**src/rtl/ws2812_tx.sv**
```systemverilog
// ws2812_tx -- single-wire WS2812-style LED strip transmitter.
//
// Takes 24-bit GRB pixels over a valid/ready handshake and sends each one MSB
// first as pulse-width-coded bits. A 0 bit is high for c_t0h cycles and a 1 bit
// is high for c_t1h cycles. Every bit lasts c_tbit cycles. After a pixel
// flagged last, the line is held low for c_treset cycles so the strip latches.
// Only then is the next frame accepted.
//
// Ports:
//   i_clk    system clock
//   i_rst    synchronous reset, active-high; dominates every other input
//   i_data   pixel, GRB order, bit 23 sent first
//   i_valid  i_data / i_last valid
//   i_last   pixel is the final one of a frame
//   o_ready  a pixel can be accepted this cycle (combinational from state)
//   o_dout   registered serial data line to the strip
//   o_busy   high while sending or latching
module ws2812_tx #(
  parameter int unsigned c_freq   = 10000000,
  parameter int unsigned c_t0h    = 4,
  parameter int unsigned c_t1h    = 8,
  parameter int unsigned c_tbit   = 13,
  parameter int unsigned c_treset = 500
) (
  input  logic        i_clk,
  input  logic        i_rst,
  input  logic [23:0] i_data,
  input  logic        i_valid,
  input  logic        i_last,
  output logic        o_ready,
  output logic        o_dout,
  output logic        o_busy
);

  // One cycle counter serves both the bit period and the latch gap. It is
  // sized for the longer of the two, so neither terminal value is truncated.
  localparam int unsigned CNT_MAX = (c_tbit > c_treset) ? c_tbit : c_treset;
  localparam int unsigned CNT_W   = $clog2(CNT_MAX);

  localparam logic [CNT_W-1:0] TBIT_LAST   = CNT_W'(c_tbit - 1);
  localparam logic [CNT_W-1:0] TRESET_LAST = CNT_W'(c_treset - 1);
  localparam logic [CNT_W-1:0] T0H         = CNT_W'(c_t0h);
  localparam logic [CNT_W-1:0] T1H         = CNT_W'(c_t1h);

  if (!(c_freq > 0 && c_t0h >= 1 && c_t0h < c_t1h && c_t1h < c_tbit &&
        c_treset >= 1)) begin : g_bad_params
    $error("ws2812_tx: illegal timing parameters");
  end

  typedef enum logic [1:0] {
    ST_IDLE  = 2'd0,
    ST_SEND  = 2'd1,
    ST_LATCH = 2'd2
  } state_t;

  state_t           state_q, state_d;
  logic [CNT_W-1:0] cnt_q, cnt_d;
  logic [4:0]       bit_q, bit_d;
  logic [23:0]      sr_q, sr_d;
  logic             last_q, last_d;
  logic             dout_q, dout_d;

  logic             bit_end;
  logic             pix_end;
  logic             ready;
  logic             take;

  assign bit_end = (cnt_q == TBIT_LAST);
  assign pix_end = bit_end && (bit_q == 5'd0);

  always_comb begin
    state_d = state_q;
    cnt_d   = cnt_q;
    bit_d   = bit_q;
    sr_d    = sr_q;
    last_d  = last_q;
    ready   = 1'b0;

    // Ready is open in IDLE. In SEND it is open only in the final cycle of a
    // non-last pixel, so the next pixel can follow with no gap.
    case (state_q)
      ST_IDLE: ready = 1'b1;
      ST_SEND: ready = pix_end && !last_q;
      default: ready = 1'b0;
    endcase

    take = i_valid && ready;

    case (state_q)
      ST_IDLE: begin
        if (take) begin
          state_d = ST_SEND;
          cnt_d   = '0;
          bit_d   = 5'd23;
          sr_d    = i_data;
          last_d  = i_last;
        end
      end

      ST_SEND: begin
        if (!bit_end) begin
          cnt_d = cnt_q + CNT_W'(1);
        end else if (bit_q != 5'd0) begin
          cnt_d = '0;
          bit_d = bit_q - 5'd1;
          sr_d  = {sr_q[22:0], 1'b0};
        end else if (last_q) begin
          state_d = ST_LATCH;
          cnt_d   = '0;
        end else if (take) begin
          // Seamless next pixel: bit 23 starts on the very next cycle.
          cnt_d  = '0;
          bit_d  = 5'd23;
          sr_d   = i_data;
          last_d = i_last;
        end else begin
          // Underrun: no pixel waiting, so park low in IDLE.
          state_d = ST_IDLE;
          cnt_d   = '0;
          bit_d   = 5'd0;
        end
      end

      ST_LATCH: begin
        if (cnt_q == TRESET_LAST) begin
          state_d = ST_IDLE;
          cnt_d   = '0;
        end else begin
          cnt_d = cnt_q + CNT_W'(1);
        end
      end

      default: begin
        state_d = ST_IDLE;
        cnt_d   = '0;
        bit_d   = 5'd0;
      end
    endcase

    // The line is computed from the next-state values. The registered output
    // then lines up with the counter it describes, so the cycle after a
    // transfer already shows bit 23 high.
    dout_d = (state_d == ST_SEND) && (cnt_d < (sr_d[23] ? T1H : T0H));
  end

  always_ff @(posedge i_clk) begin
    if (i_rst) begin
      state_q <= ST_IDLE;
      cnt_q   <= '0;
      bit_q   <= 5'd0;
      dout_q  <= 1'b0;
    end else begin
      state_q <= state_d;
      cnt_q   <= cnt_d;
      bit_q   <= bit_d;
      dout_q  <= dout_d;
    end
  end

  // Pixel shift register and last flag carry data only. A reset returns the
  // FSM to IDLE, which makes their contents irrelevant.
  always_ff @(posedge i_clk) begin
    sr_q   <= sr_d;
    last_q <= last_d;
  end

  assign o_ready = ready;
  assign o_dout  = dout_q;
  assign o_busy  = (state_q != ST_IDLE);

endmodule

```
**config.mk**
```make
export PLATFORM = sky130hd
export DESIGN_NAME = ws2812_tx
export DESIGN_NICKNAME = d
export VERILOG_FILES = /design/src/rtl/ws2812_tx.sv
export SDC_FILE = /design/constraint.sdc
export NUM_CORES = 1
export LEC_CHECK = 0
export CORE_UTILIZATION = 59
export DETAILED_ROUTE_END_ITERATION = 7
export PLACE_DENSITY_LB_ADDON = 0.15
export SYNTH_ARGS = -nofsm -noshare
export SYNTH_HDL_FRONTEND = slang
export SYNTH_SLANG_ARGS = --single-unit
```
**constraint.sdc**
```tcl
create_clock -name i_clk -period 6.2 [get_ports i_clk]
set_clock_uncertainty 0.05 [all_clocks]
set_input_delay 1.24 -clock i_clk [delete_from_list [all_inputs] [get_ports i_clk]]
set_output_delay 1.24 -clock i_clk [all_outputs]
set_load 0.03 [all_outputs]
```
==> results.cfg, run 1 <==
[timing]
tns_ns = 0
setup_viol = 0
fin_ws_ns = 1.98
relSlewSlack_pct = 22.5
grt_setup_unrepaired = no
finalHoldViolCount = 0
max_slew.worst_pin.slew_ns = 1.15
period_minus_slack_ns = 4.22
hold_ws_ns = 0.492
min_period_over_period_pct = 68.1
final-max-slew-violation-count = 0
max_freq_ghz = 0.237

[detailed_routing]
routedWlPerCell_um = 15.7
viasPerCell = 6.00
ant_nets = 0
drc = 0
vias = 2021
finalWirelength_um = 5300
dr.first_iter.drc_count = 217
drtPass1Iterations = 4

[placed_design]
place_congestion = 0.872
portBuffers = 30
dp_slack_ns = 2.35
place_inst = 329
place_area_um2 = 2770
hpwl_um = 3640

[clock_tree]
insertion_delay_ns = 0.30
clk_path_buf_depth = 2
clock-sinks = 42
cts_hold_buf = 0
cts-htree-levels = 2
ctsRootBufferMaster = clkbuf_8
cts_setup_buffers = 0
tritoncts = yes
ctsResizeCount = 0
cts_inserted_buffers = 5
path_clk_slew_ns = 0.08

[power_and_ir_drop]
ir_drop_uv = 187
p_per_area_nw_per_um2 = 220
p_total_uw = 631
p_leak_nw = 1.07

[final_layout]
antenna_cells = 0
fin_cells = 337
final_cell_area_um2 = 2870
nNetsFinal = 321
final_common_cell = nand2_1
post-route-util_pct = 75.4
area_delta_synth_final_pct = 18.3
drive_gt1_share_pct = 8.65
layout_common_cells = nand2_1, clkdlybuf4s50_1, o21ai_1, mux2i_1, edfxtp_1

[yosys]
avgSynthCellArea_um2 = 9.35
async_flop_share_pct = 0
syn_nets = 292
ys_seq_area_share_pct = 44.7
ys_ff_latch = 42
yosys_warnings = 0
synth_area_um2 = 2420
synth_edf_count = 24
synth_ff_type = edfxtp_1
yosysUniqueCellTypes = 46
synth_cells = 259

[global_route]
grt_antenna_before_repair = 0
grt_max_degree = 32
grt_first_pass_wirelength_um = 8490
grt_usage_pct = 26.0
grt-ovfl-total = 0
grt_pass1_vias = 1840

[critical_path]
cp-start-kind = register
worstPathCellList = or4_1 -> nor2_2 -> nand2_1 -> o21ai_1 -> nand2b_1 -> buf_4 -> inv_2 -> clkdlybuf4s50_1
arrival_ns = 2.93
critPathMaxFanout = 24
setup.worst_path.end_class = output port
critPathKind = register to output port
cp.required_ns = 4.91
max_stage_delay_ns = 0.72
worst_path_max_delay_cell = or4_1

[floorplan]
rows = 22
io_pins = 31
initial_core_util_pct = 63.7
die_y_um = 66.1
fp.dieW_um = 66.1
core_area_um2 = 3800
dieArea_um2 = 4360

[run]
max_cap_violations = 0

[status]
outcome = completed

[min_path]
hold_path.class = register to register
[layout make-up]
class                      instances  area, um^2
clock buffer                       7        86.3
fill                             280         933
tap                               48        60.1
multi-input combinational        198        1280
inverter                           8        30.0
timing repair buffer              33         323
clock inverter                     1        5.00
sequential                        42        1080
[where the power goes]
part	internal, mW	switching [mW]	total, mW
Clock	0.0899	0.0949	0.185
Sequential	0.323	0.0172	0.340
Combinational	0.0502	0.0557	0.106
Total	0.463	0.168	0.631
[cells in the mapped netlist (2+ instances only)]
cell | instances | area [um^2]
nor2b_1 | 5 | 31.3
nor3b_1 | 2 | 15.0
dfxtp_1 | 18 | 360
a311oi_1 | 2 | 17.5
nor2_1 | 16 | 60.1
nand3_1 | 4 | 20.0
inv_1 | 7 | 26.3
nand2_1 | 33 | 124
and3_1 | 3 | 18.8
or2_2 | 3 | 18.8
o21ai_0 | 9 | 45.0
a21o_1 | 2 | 15.0
edfxtp_1 | 24 | 721
a21oi_1 | 18 | 90.1
o31ai_1 | 5 | 37.5
nand2b_1 | 3 | 18.8
xnor2_1 | 2 | 17.5
mux2i_1 | 25 | 250
nor4_2 | 2 | 25.0
o21ai_1 | 26 | 130
a22oi_1 | 2 | 15.0
a211oi_1 | 5 | 37.5
clkbuf_1 | 9 | 33.8
nand4_1 | 3 | 18.8
ha_1 | 5 | 62.6
nor3_1 | 2 | 10.0
nor4_1 | 2 | 12.5
nand3b_1 | 4 | 30.0
[registers in the layout, indices dropped and copies added, names as in the netlist]
signal	count
sr_q	24
o_dout	1
last_q	1
bit_q	5
state_q	2
cnt_q	9
[worst paths after layout]
| check | start | end | slack [ns] | depth (start not counted) |
|---|---|---|---|---|
| setup / recovery | cnt_q[7] | o_ready | 1.98 | 8 |
| setup reg to reg | cnt_q[7] | o_dout | 3.01 | 8 |
| hold / removal | bit_q[3] | bit_q[3] | 0.49 | 2 |
| hold reg to reg | bit_q[3] | bit_q[3] | 0.49 | 2 |
[critical path: cells and delay by family (launching register included)]
| kind | cells | cell delay, ns |
|---|---|---|
| and+or+nand+nor | 4 | 1.18 |
| DFF | 1 | 0.37 |
| buffers and inverters | 3 | 0.93 |
| AOI/OAI and AO/OA | 1 | 0.15 |
[routing by layer]
metal / vias up / track usage (%) / share of wire, %
li1: 1008 / - / -
met1: 945 / 35.2 / 47
met2: 61 / 40.2 / 46
met3: 7 / 5.00 / 4.8
met4: 0 / 11.4 / 1.6
met5: - / 0 / 0
[cell families after synthesis]
group / Yosys count / share of synthesized area (%)
xor+xnor: 2 / 0.724
fa+ha+maj: 5 / 2.58
buf+inv: 19 / 3.00
flops: 42 / 44.7
compound gates: 76 / 18.8
simple gates: 89 / 19.5
mux: 26 / 10.8
(Power assumes the default switching activity.)
==> run 2, diff against run 1 <==
--- a/config.mk
+++ b/config.mk
@@ -5,7 +5,7 @@
 export SDC_FILE = /design/constraint.sdc
 export NUM_CORES = 1
 export LEC_CHECK = 0
-export CORE_UTILIZATION = 59
+export CORE_UTILIZATION = 50
 export DETAILED_ROUTE_END_ITERATION = 7
 export PLACE_DENSITY_LB_ADDON = 0.15
 export SYNTH_ARGS = -nofsm -noshare
==> constraint.sdc (replaced) <==
create_clock -name i_clk -period 3.65 [get_ports i_clk]
set_clock_uncertainty 0.05 [all_clocks]
set_input_delay 0.73 -clock i_clk [delete_from_list [all_inputs] [get_ports i_clk]]
set_output_delay 0.73 -clock i_clk [all_outputs]
set_load 0.03 [all_outputs]
==> run 2 against run 1 <==
Non-clock buffer count rose by 4. Global-route usage decreased by 2.6 points. Sequential power up 70%. Critical path depth down 1. Clock-buffer cell count shrank 1. Clock power increased by 99%. Highest routed layer unchanged.
==> results.cfg, run 2 (same netlist as run 1, synthesis figures left out) <==
[status]
outcome = completed

[global_route]
grt_max_degree = 24
grt_antenna_before_repair = 0
grt-ovfl-total = 0
grt_usage_pct = 23.4
grt_first_pass_wirelength_um = 9320
grt_pass1_vias = 1960

[final_layout]
final_common_cell = nand2_1
multiInputGateArea_um2 = 1280
final_cell_area_um2 = 2920
antenna_cells = 0
layout_common_cells = nand2_1, clkdlybuf4s50_1, o21ai_1, mux2i_1, edfxtp_1
largest-register = sr_q
drive_gt1_share_pct = 9.90
largest_reg_flops = 24
nNetsFinal = 325
fin_cells = 345
area_delta_synth_final_pct = 20.6
nFillCells = 400
reg_top3 = sr_q: 24 flops, cnt_q: 9 flops, bit_q: 5 flops
seqCellArea_um2 = 1080

[timing]
finalHoldViolCount = 0
final-max-slew-violation-count = 0
period_minus_slack_ns = 3.49
setup_viol = 0
max_slew.worst_pin.slew_ns = 0.712
grt_setup_unrepaired = no
max_freq_ghz = 0.287
relSlewSlack_pct = 51.9
tns_ns = 0
min_period_over_period_pct = 95.5

[power_and_ir_drop]
internal_power_uw = 841
p_per_area_nw_per_um2 = 388
p_switching_uw = 290
swShare_pct = 25.6
p_total_mw = 1.13
p_leak_nw = 1.09
pwr-share-clk_pct = 32.6
ir_drop_uv = 258
power_frac_comb_pct = 16.4
sequentialPowerShare_pct = 51.0

[floorplan]
core_area_um2 = 4500
dieArea_um2 = 5120
rows = 24
die_y_um = 71.6
io_pins = 31
initial_core_util_pct = 53.8
fp.dieW_um = 71.6

[clock_tree]
cts_setup_buffers = 0
clk_path_buf_depth = 2
insertion_delay_ns = 0.30
clock-sinks = 42
ctsRootBufferMaster = clkbuf_8
cts_hold_buf = 0
path_clk_slew_ns = 0.08
tritoncts = yes
ctsResizeCount = 0
cts-htree-levels = 2
cts_inserted_buffers = 5

[critical_path]
r2r-start = cnt_q[1]
worst_path_max_delay_cell = or4_1
reg2reg_depth = 10
max_stage_delay_ns = 0.68
r2r_end = o_dout
arrival_ns = 2.71
critPathKind = register to output port
worstPathCellList = or4_1 -> nor2_2 -> nand2_1 -> o21ai_1 -> nand2b_1 -> inv_2 -> clkdlybuf4s50_1
setup.worst_path.end_class = output port
cp.required_ns = 2.87
critPathMaxFanout = 8
ff2ff_setup_slack_ns = 0.82
cp-start-kind = register

[run]
max_cap_violations = 0

[detailed_routing]
viasPerCell = 5.92
ant_nets = 0
vias = 2043
dr.first_iter.drc_count = 165
drtPass1Iterations = 4
routedWlPerCell_um = 15.8
drc = 0
finalWirelength_um = 5470

[placed_design]
place_congestion = 0.868
place_inst = 337
portBuffers = 30
hpwl_um = 3750
place_area_um2 = 2810

[min_path]
hold_depth = 2
hold_path.class = register to register
min_to = cnt_q[0]
hold_path_startpoint = cnt_q[0]
[run 2: cell types whose count changed in the layout (fill, tap and decap cells not counted)]
cell,previous run,this run
buf_4,3,7
bufinv_16,0,1
clkbuf_8,6,5
clkinv_2,1,0
clkinvlp_4,0,1
[run 2: routing by layer]
metal	global-route usage [%]	wire (um)	up-vias
met5	0	0	-
met4	7.63	68	0
met3	5.06	325	4
met2	35.9	2390	73
met1	33.1	2690	943
li1	-	-	1023
[run 2: layout make-up]
cell class,instances,share of cell area [%]
tap,52,2.23
multi-input combinational,198,43.8
timing repair buffer,37,12.1
inverter,8,1.03
sequential,42,37.0
clock buffer,6,2.49
clock inverter,2,1.29
[run 2: power groups by stage]
stage | Sequential, mW | Combinational, mW | Clock (mW)
final | 0.577 | 0.185 | 0.369
after global routing | 0.583 | 0.205 | 0.394
after CTS | 0.577 | 0.185 | 0.381
after detailed placement | 0.587 | 0.183 | 0
after global placement | 0.586 | 0.181 | 0
after floorplan | 0.580 | 0.115 | 0
[run 2: worst max-delay path by stage]
stage / startpoint / to / slack [ns] / cells past startpoint
3_5_place_dp: cnt_q[7] / o_ready / 0.50 / 7
6_report: cnt_q[5] / o_ready / 0.16 / 7
5_1_grt: cnt_q[5] / o_ready / 0.03 / 7
2_1_floorplan: cnt_q[7] / sr_q[0] / 0.66 / 5
3_3_place_gp: cnt_q[7] / o_ready / 0.53 / 7
4_1_cts: cnt_q[5] / o_ready / 0.15 / 7
[run 2: critical path: cells and delay by family, from the launching register on]
kind            cells  cell delay [ns]
compound gates      1             0.14
buf+inv             2             0.72
simple gates        4             1.17
flops               1             0.38
[run 2: through the flow]
| stage | hold slack, ns | util [%] | setup slack, ns |
|---|---|---|---|
| after floorplan | 0.435 | - | 0.658 |
| after global placement | 0.464 | 62.4 | 0.527 |
| after detailed placement | 0.466 | 62.4 | 0.498 |
| after CTS | 0.478 | 64.8 | 0.153 |
| after global routing | 0.529 | 64.8 | 0.0255 |
| final | 0.481 | 64.8 | 0.164 |
